$ cat config.mk
export PLATFORM = sky130hd
export DESIGN_NAME = fp_add_arbiter
export DESIGN_NICKNAME = d
export VERILOG_FILES = /design/src/rtl/fp_add_arbiter.sv
export SDC_FILE = /design/constraint.sdc
export NUM_CORES = 1
export LEC_CHECK = 0
export BUFFER_PORTS_ARGS = -buffer_cell sky130_fd_sc_hd__buf_2
export CORE_AREA = 2 2 163 165
export CTS_CLUSTER_SIZE = 24
export DETAILED_ROUTE_END_ITERATION = 7
export DIE_AREA = 0 0 165 167
export PLACE_DENSITY = 0.46
export SLEW_MARGIN = 10
export SYNTH_ARGS = -nofsm -noshare
export SYNTH_HDL_FRONTEND = slang
export SYNTH_SLANG_ARGS = --single-unit
$ cat constraint.sdc
create_clock -name clk -period 3 [get_ports clk]
set_input_delay 0.45 -clock clk [delete_from_list [all_inputs] [get_ports clk]]
set_output_delay 0.45 -clock clk [all_outputs]
set_load 0.03 [all_outputs]
$ cat src/rtl/fp_add_arbiter.sv
// fp_add_arbiter: shares one combinational fp32 adder among N requesters.
// A round-robin arbiter issues at most one operand pair per cycle. The adder
// sum is captured in a single-entry response register tagged with the
// requester index. A full register that is not being drained blocks new grants.
module fp_add_arbiter #(
  parameter int N    = 4,
  parameter int IDW  = (N > 1) ? $clog2(N) : 1,
  parameter int CNTW = 16
) (
  input  logic              clk,
  input  logic              rst_n,
  input  logic [N-1:0]      req_valid,
  input  logic [N*32-1:0]   req_a,
  input  logic [N*32-1:0]   req_b,
  output logic [N-1:0]      req_ready,
  output logic [31:0]       add_a,
  output logic [31:0]       add_b,
  input  logic [31:0]       add_result,
  output logic              rsp_valid,
  output logic [31:0]       rsp_data,
  output logic [IDW-1:0]    rsp_id,
  input  logic              rsp_ready,
  output logic              busy,
  output logic [CNTW-1:0]   op_count
);

  typedef enum logic {EMPTY = 1'b0, FULL = 1'b1} state_t;

  state_t          state_q;
  logic [31:0]     rsp_data_q;
  logic [IDW-1:0]  rsp_id_q;
  logic [IDW-1:0]  rr_ptr_q;
  logic [CNTW-1:0] op_count_q;

  logic            found;
  logic [IDW-1:0]  winner;
  logic            can_issue;
  logic            grant;
  logic [IDW-1:0]  next_ptr;

  // Round-robin search: first valid requester starting at rr_ptr_q.
  always_comb begin : pick_winner
    logic [IDW-1:0] idx;
    // NOTE: every always_comb output gets a default before any branch, so no latch can be inferred.
    found  = 1'b0;
    winner = '0;
    idx    = '0;
    for (int k = 0; k < N; k++) begin
      idx = IDW'((int'(rr_ptr_q) + k) % N);
      if (!found && req_valid[idx]) begin
        found  = 1'b1;
        winner = idx;
      end
    end
  end

  // A new pair may issue when the response slot is empty or being drained now.
  assign can_issue = (state_q == EMPTY) || rsp_ready;
  assign grant     = can_issue && found;
  assign next_ptr  = (winner == IDW'(N - 1)) ? '0 : winner + IDW'(1);

  // Steer the winner's operands to the shared adder; zero when nobody asks.
  always_comb begin : operand_mux
    add_a = '0;
    add_b = '0;
    for (int i = 0; i < N; i++) begin
      if (found && (winner == IDW'(i))) begin
        add_a = req_a[32*i +: 32];
        add_b = req_b[32*i +: 32];
      end
    end
  end

  // One-hot acceptance strobe back to the winning requester.
  always_comb begin : ready_decode
    req_ready = '0;
    for (int i = 0; i < N; i++) begin
      req_ready[i] = grant && (winner == IDW'(i));
    end
  end

  // Response slot FSM, result capture, arbitration pointer and handshake counter.
  always_ff @(posedge clk or negedge rst_n) begin
    if (!rst_n) begin
      state_q    <= EMPTY;
      rsp_data_q <= '0;
      rsp_id_q   <= '0;
      rr_ptr_q   <= '0;
      op_count_q <= '0;
    end else begin
      // NOTE: sequential state uses non-blocking assignments so every register samples pre-edge values.
      if ((state_q == FULL) && rsp_ready) begin
        op_count_q <= op_count_q + CNTW'(1);
      end
      case (state_q)
        EMPTY: begin
          if (grant) begin
            state_q    <= FULL;
            rsp_data_q <= add_result;
            rsp_id_q   <= winner;
            rr_ptr_q   <= next_ptr;
          end
        end
        FULL: begin
          if (grant) begin
            // Drain and refill on the same edge: no bubble.
            rsp_data_q <= add_result;
            rsp_id_q   <= winner;
            rr_ptr_q   <= next_ptr;
          end else if (rsp_ready) begin
            state_q <= EMPTY;
          end
        end
        default: state_q <= EMPTY;
      endcase
    end
  end

  assign rsp_valid = (state_q == FULL);
  assign rsp_data  = rsp_data_q;
  assign rsp_id    = rsp_id_q;
  assign op_count  = op_count_q;
  assign busy      = rsp_valid || (|req_valid);

endmodule
Word level (Yosys, flattened, before mapping)
Cells that the tools add are included.
{"block": "classes", "reduce_logical": 20, "n_mux": 32, "bitwise": 1, "magnitude_cmp": 4, "n_addsub": 5, "eq_ne": 3}
{"cell": "2-to-1 mux 32 bit", "count": 9}
{"cell": "adder 16 x 1 -> 16 bit (second input constant)", "count": 1}
{"cell": "2-to-1 mux 2 bit", "count": 7}
{"cell": "logical AND 1 bit", "count": 13}
{"cell": "less-than comparator 2 x 3 -> 1 bit (second input constant)", "count": 4}
{"cell": "2-to-1 mux 1 bit", "count": 11}
{"cell": "binary-select mux 1 bit (select 2 bit)", "count": 4}
{"cell": "adder 2 x 1 -> 2 bit (second input constant)", "count": 2}
{"cell": "adder 2 bit (second input constant)", "count": 2}
{"cell": "== test 2 bit (second input constant)", "count": 2}
{"cell": "OR reduction 4 bit", "count": 1}
{"cell": "zero test 1 bit", "count": 3}
{"cell": "== test 2 x 1 -> 1 bit (second input constant)", "count": 1}
{"cell": "zero test 2 bit", "count": 1}
{"cell": "logical OR 1 bit", "count": 2}
{"cell": "one-hot mux 1 bit (2 select lines)", "count": 1}
{"cell": "NOT 1 bit", "count": 1}
{"block": "word_totals", "wordCells": 70, "input_bits": 295, "reg_bits": 53}

Longest topological paths before layout
{"block": "logic_depth", "ltp_word": 18, "mapped_depth": 11, "mapped_depth_nobuf": 9}

Worst setup path before layout
No wires, ideal clock.
{"block": "synth_timing", "path_kind": "register to output", "start": "register rr_ptr_q[1]", "end": "output add_b[1]", "arrival_time_ns": 2.381, "stages_incl_launch_ff": 12, "n_path_buf": 2, "slack_ns": 0.169, "path_cell_list": "dfrtp_1 > mux2i_1 > nor2_1 > nor3_1 > inv_1 > ha_1 > nor2b_1 > clkbuf_1 > clkbuf_1 > a221oi_1 > a21oi_1 > a22o_1"}
{"block": "synth_via", "elab_chain_len": 18}
{"element": "start, declared", "line_no": "32", "rtl": "logic [IDW-1:0] rr_ptr_q;"}
{"element": "start signal, assigned", "line_no": "101", "rtl": "rr_ptr_q <= next_ptr;"}
{"element": "start signal, assigned", "line_no": "109", "rtl": "rr_ptr_q <= next_ptr;"}
{"element": "branches (longest 11 deep; another with adder 2 x 1 -> 2 bit)"}
{"element": "2-to-1 mux 2 bit (*)", "line_no": "50", "rtl": "if (!found && req_valid[idx]) begin"}
{"element": "named net winner[0]", "line_no": "36", "rtl": "logic [IDW-1:0] winner;"}
{"element": "zero test 2 bit", "line_no": "67", "rtl": "if (found && (winner == IDW'(i))) begin"}
{"element": "logical AND 1 bit", "line_no": "67"}
{"element": "2-to-1 mux 32 bit (3 in series)", "line_no": "67"}
{"element": "2-to-1 mux 32 bit (*)", "line_no": "67"}
{"element": "end, declared", "line_no": "17", "rtl": "output logic [31:0] add_b,"}
Mark *: on every way through the listed nets, which the timed path passes. The select of a mux whose other input is x is not followed.

Worst setup path in the final report
{"block": "layout_timing", "start": "register rr_ptr_q[1]", "end": "output add_b[16]"}
Same word-level chain as after synthesis.

==> run_results.csv <==
group,metric,value,unit
setup_path,cp_slowest_cell,"dfrtp_2",
global_routing,antenna_found_initial,0,
logic_synthesis,netlist_instances,538,
floorplanning,die_w,165,µm
logic_synthesis,async_reset_ff_share,100.0,%
logic_synthesis,ys_warn_count,0,
pwr,max-vdd-ir-drop,0.0004588,V
pwr,power_frac_comb,73.9,%
cells_and_area,postLayoutCellArea,0.007576,mm²
logic_synthesis,synth_seq_cells,53,
placed_design,placed_area,0.006736,mm²
pwr,clockPowerShare,11.1,%
global_routing,met3_usage,2.590,%
sta,hold_ws,0.1977,ns
pwr,seqPwrFrac,15.0,%
floorplanning,core_area,0.02576,mm²
sta,slew_violations,0,
clocking,cts_max_path_buffers,2,
cells_and_area,post-route-util,29.41,%
pwr,switchingPower,3.081,mW
setup_path,cp_top_family,"buffers and inverters",
detailed_routing,viasPerCell,4.438,
global_routing,gr-usage-all-layers,14.21,%
placed_design,post-dp-hpwl,16.81,mm
detailed_routing,vias,5689,
setup_path,crit_path_frequent_cell,"buf_12",
sta,setup_ws,-0.03543,ns
clocking,root_buffer,"clkbuf_16",
logic_synthesis,synth_cell_types,32,
setup_path,worstPathCellList,"mux2i_1, nor2_1, nor3_2, buf_4, ha_4, nor2b_4, buf_12, buf_12, a221oi_1, a21oi_1, a22o_1, buf_2",
global_routing,grt_most_used_layer,"met2",
logic_synthesis,synth_edf_count,0,
sta,max_freq,329.4,MHz
detailed_routing,drc,0,
floorplanning,die_h,167,µm
clocking,cts_made_buffers,5,
logic_synthesis,synth-simple-area-share,15.08,%
setup_path,crit_type,"register to output port",
global_routing,grt_pass1_vias,5189,
pwr,p_int,3.037,mW
floorplanning,rows,59,
sta,tightestPinTransition,0.7456,ns
sta,slew_headroom,50.30,%
logic_synthesis,synth_xor_area_share,3.172,%
logic_synthesis,synth-main-ff-cell,"dfrtp_1",
global_routing,grt_max_degree,49,
sta,fin_crit,3.035,ns
sta,fin_crit_sh,101.2,%
pwr,cellPowerDensity,807.5,mW/mm²
detailed_routing,wirelength,23.06,mm
global_routing,grtUsageMet1,18.13,%
sta,hold_violations,0,
logic_synthesis,syn-num-nets,838,
clocking,insertion_delay,0.29,ns
cells_and_area,drive_gt1_share,54.70,%
clocking,cts_tree,"yes",
setup_path,worstPathMaxFanout,18,
global_routing,gr-total-overflow,0,
logic_synthesis,yosys.area_share.adder,1.511,%
global_routing,grt_use_met2,24.89,%
clocking,cts_sinks,53,
floorplanning,die_area,0.02756,mm²
logic_synthesis,synth_top_family_by_area,"compound AO/OA/AOI/OAI gates",
logic_synthesis,synth_area,0.004141,mm²
logic_synthesis,yosysSeqAreaShare,32.02,%
status,status,"complete, but fails checks",
sta,fin_worst_skew,0.005254,ns
logic_synthesis,avgSynthCellArea,7.698,µm²
setup_path,crit_arrival,2.59,ns
cells_and_area,layout.nets,1246,
clocking,clk_pin_slew,0.07,ns
pwr,leakage,4.191,nW
clocking,htreeDepth,2,
global_routing,grt_pass1_wl,30.22,mm
setup_path,crit_path_end_kind,"output port",
job,maxCapViolCount,0,
detailed_routing,wl_per_cell,17.98,µm
floorplanning,start_util,16.07,%
placed_design,place.gp.congestion,0.8621,
pwr,p_total,6.118,mW
detailed_routing,final_antenna_net_count,0,
status,violations,"setup timing",
cells_and_area,fin_cells,1282,
setup_path,crit_buf_inv,4,
detailed_routing,firstDrtPassIters,4,
logic_synthesis,synth_compound_area_share,35.77,%
sta,rsz0062_at_grt,"true",
cells_and_area,synthToLayoutAreaGrowth,82.93,%
setup_path,max_stage_delay,0.43,ns
detailed_routing,drt_iter0_markers,253,
floorplanning,io_pins,415,
hold_path,hold_path.class,"input port to asynchronous set/reset pin",
pwr,sw_frac_of_total,50.36,%
setup_path,crit_path_start_kind,"register",
cells_and_area,num_antenna_cells,0,
sta,setup_viol,21,
logic_synthesis,synthMuxAreaShare,0.5136,%
placed_design,placed_cells,1265,
placed_design,port_buffers,414,
setup_path,crit_required,2.55,ns
-- state kept, by name, summed over array words and instances, names as in the netlist --
signal	cells
op_count	16
rr_ptr_q	2
rsp_id	2
rsp_data	32
rsp_valid	1
-- power by group through the flow --
| stage | clock [mW] | combinational [mW] | sequential, mW |
|---|---|---|---|
| floorplan | 0 | 2.40 | 1.11 |
| global placement | 0 | 3.87 | 0.926 |
| detailed placement | 0 | 3.87 | 0.925 |
| CTS | 0.703 | 3.98 | 0.916 |
| global route | 0.738 | 4.82 | 0.934 |
| finish | 0.680 | 4.52 | 0.918 |
-- per-layer routing --
metal | share of wire, % | vias up | routed length [µm]
met2 | 49 | 257 | 11250
li1 | - | 2747 | -
met4 | 1.7 | 0 | 385
met1 | 42 | 2659 | 9764
met5 | 0 | - | 0
met3 | 7.2 | 26 | 1652
-- cell families after synthesis --
| kind of cell | after synthesis |
|---|---|
| adders and majority gates | 5 |
| xor gates and xnor gates | 15 |
| DFF | 53 |
| muxes | 2 |
| buffers and inverters | 116 |
| and+or+nand+nor | 148 |
| AOI/OAI and AO/OA | 199 |
-- repair_timing --
| action | CTS | global route |
|---|---|---|
| gates resized for setup | 11 | 95 |
| endpoints found under the setup margin | 64 | 64 |
| gates cloned | 1 | 6 |
| pin swaps | 1 | 4 |
| setup buffers | 1 | 1 |
| hold buffers | 0 | 0 |
-- final timing paths --
kind                           startpoint           end  slack (ns)  depth (start not counted)
setup / recovery              rr_ptr_q[1]     add_b[16]       -0.04                         12
hold / removal                      rst_n  rsp_data[23]        0.20                          1
setup reg to reg                rsp_valid   rr_ptr_q[0]        1.22                          4
hold reg to reg              rsp_data[16]  rsp_data[16]        0.47                          2
max in group asynchronous           rst_n   op_count[5]        2.15                          2
min in group clk           add_result[20]  rsp_data[20]        0.34                          3
-- cell type report --
class / count / area (µm²)
clock buffer: 6 / 138.9
clock inverter: 2 / 37.54
fill: 2865 / 18190
inverter: 67 / 251.5
multi-input combinational: 369 / 2726
sequential: 53 / 1328
tap: 335 / 419.2
timing repair buffer: 450 / 2675
-- layout by cell type, fill, tap and decap left out, types with 6 or more instances in the layout --
master     Yosys  routed
xnor2_1       12      12
clkbuf_16      0       9
a221oi_1      63      18
and3_1         6       6
a221oi_2       0      40
inv_1         67      67
nor2_1         9       8
a21oi_1       67      63
nand2_1      111     111
buf_12         0      10
dfrtp_1       53      52
buf_6          7      14
buf_4          0      20
a22o_1        63      63
buf_2          5     398
-- cell usage after synthesis, types with 2 or more instances --
master	n	share of area [%]
buf_1	2	0.18
xor2_1	3	0.63
inv_1	67	6.1
buf_2	5	0.60
xnor2_1	12	2.5
ha_1	5	1.5
nand4_1	3	0.45
buf_6	7	1.9
a21oi_1	67	8.1
nand3_1	5	0.60
and4_1	2	0.42
clkbuf_1	35	3.2
o21ai_0	2	0.24
nor2_1	9	0.82
dfrtp_1	53	32
a221oi_1	63	13
a22o_1	63	13
nand2_1	111	10
and3_1	6	0.91
nand2b_1	4	0.60
and2_1	3	0.45
-- metrics by stage --
step,worst slack (ns),setup TNS (ns)
global route,-0.1617,-6.557
finish,-0.03543,-0.2619
global placement,0.04486,0
CTS,-0.01245,-0.02401
floorplan,0.1685,0
detailed placement,0.02298,0
Power figures use the tool's default switching activity.
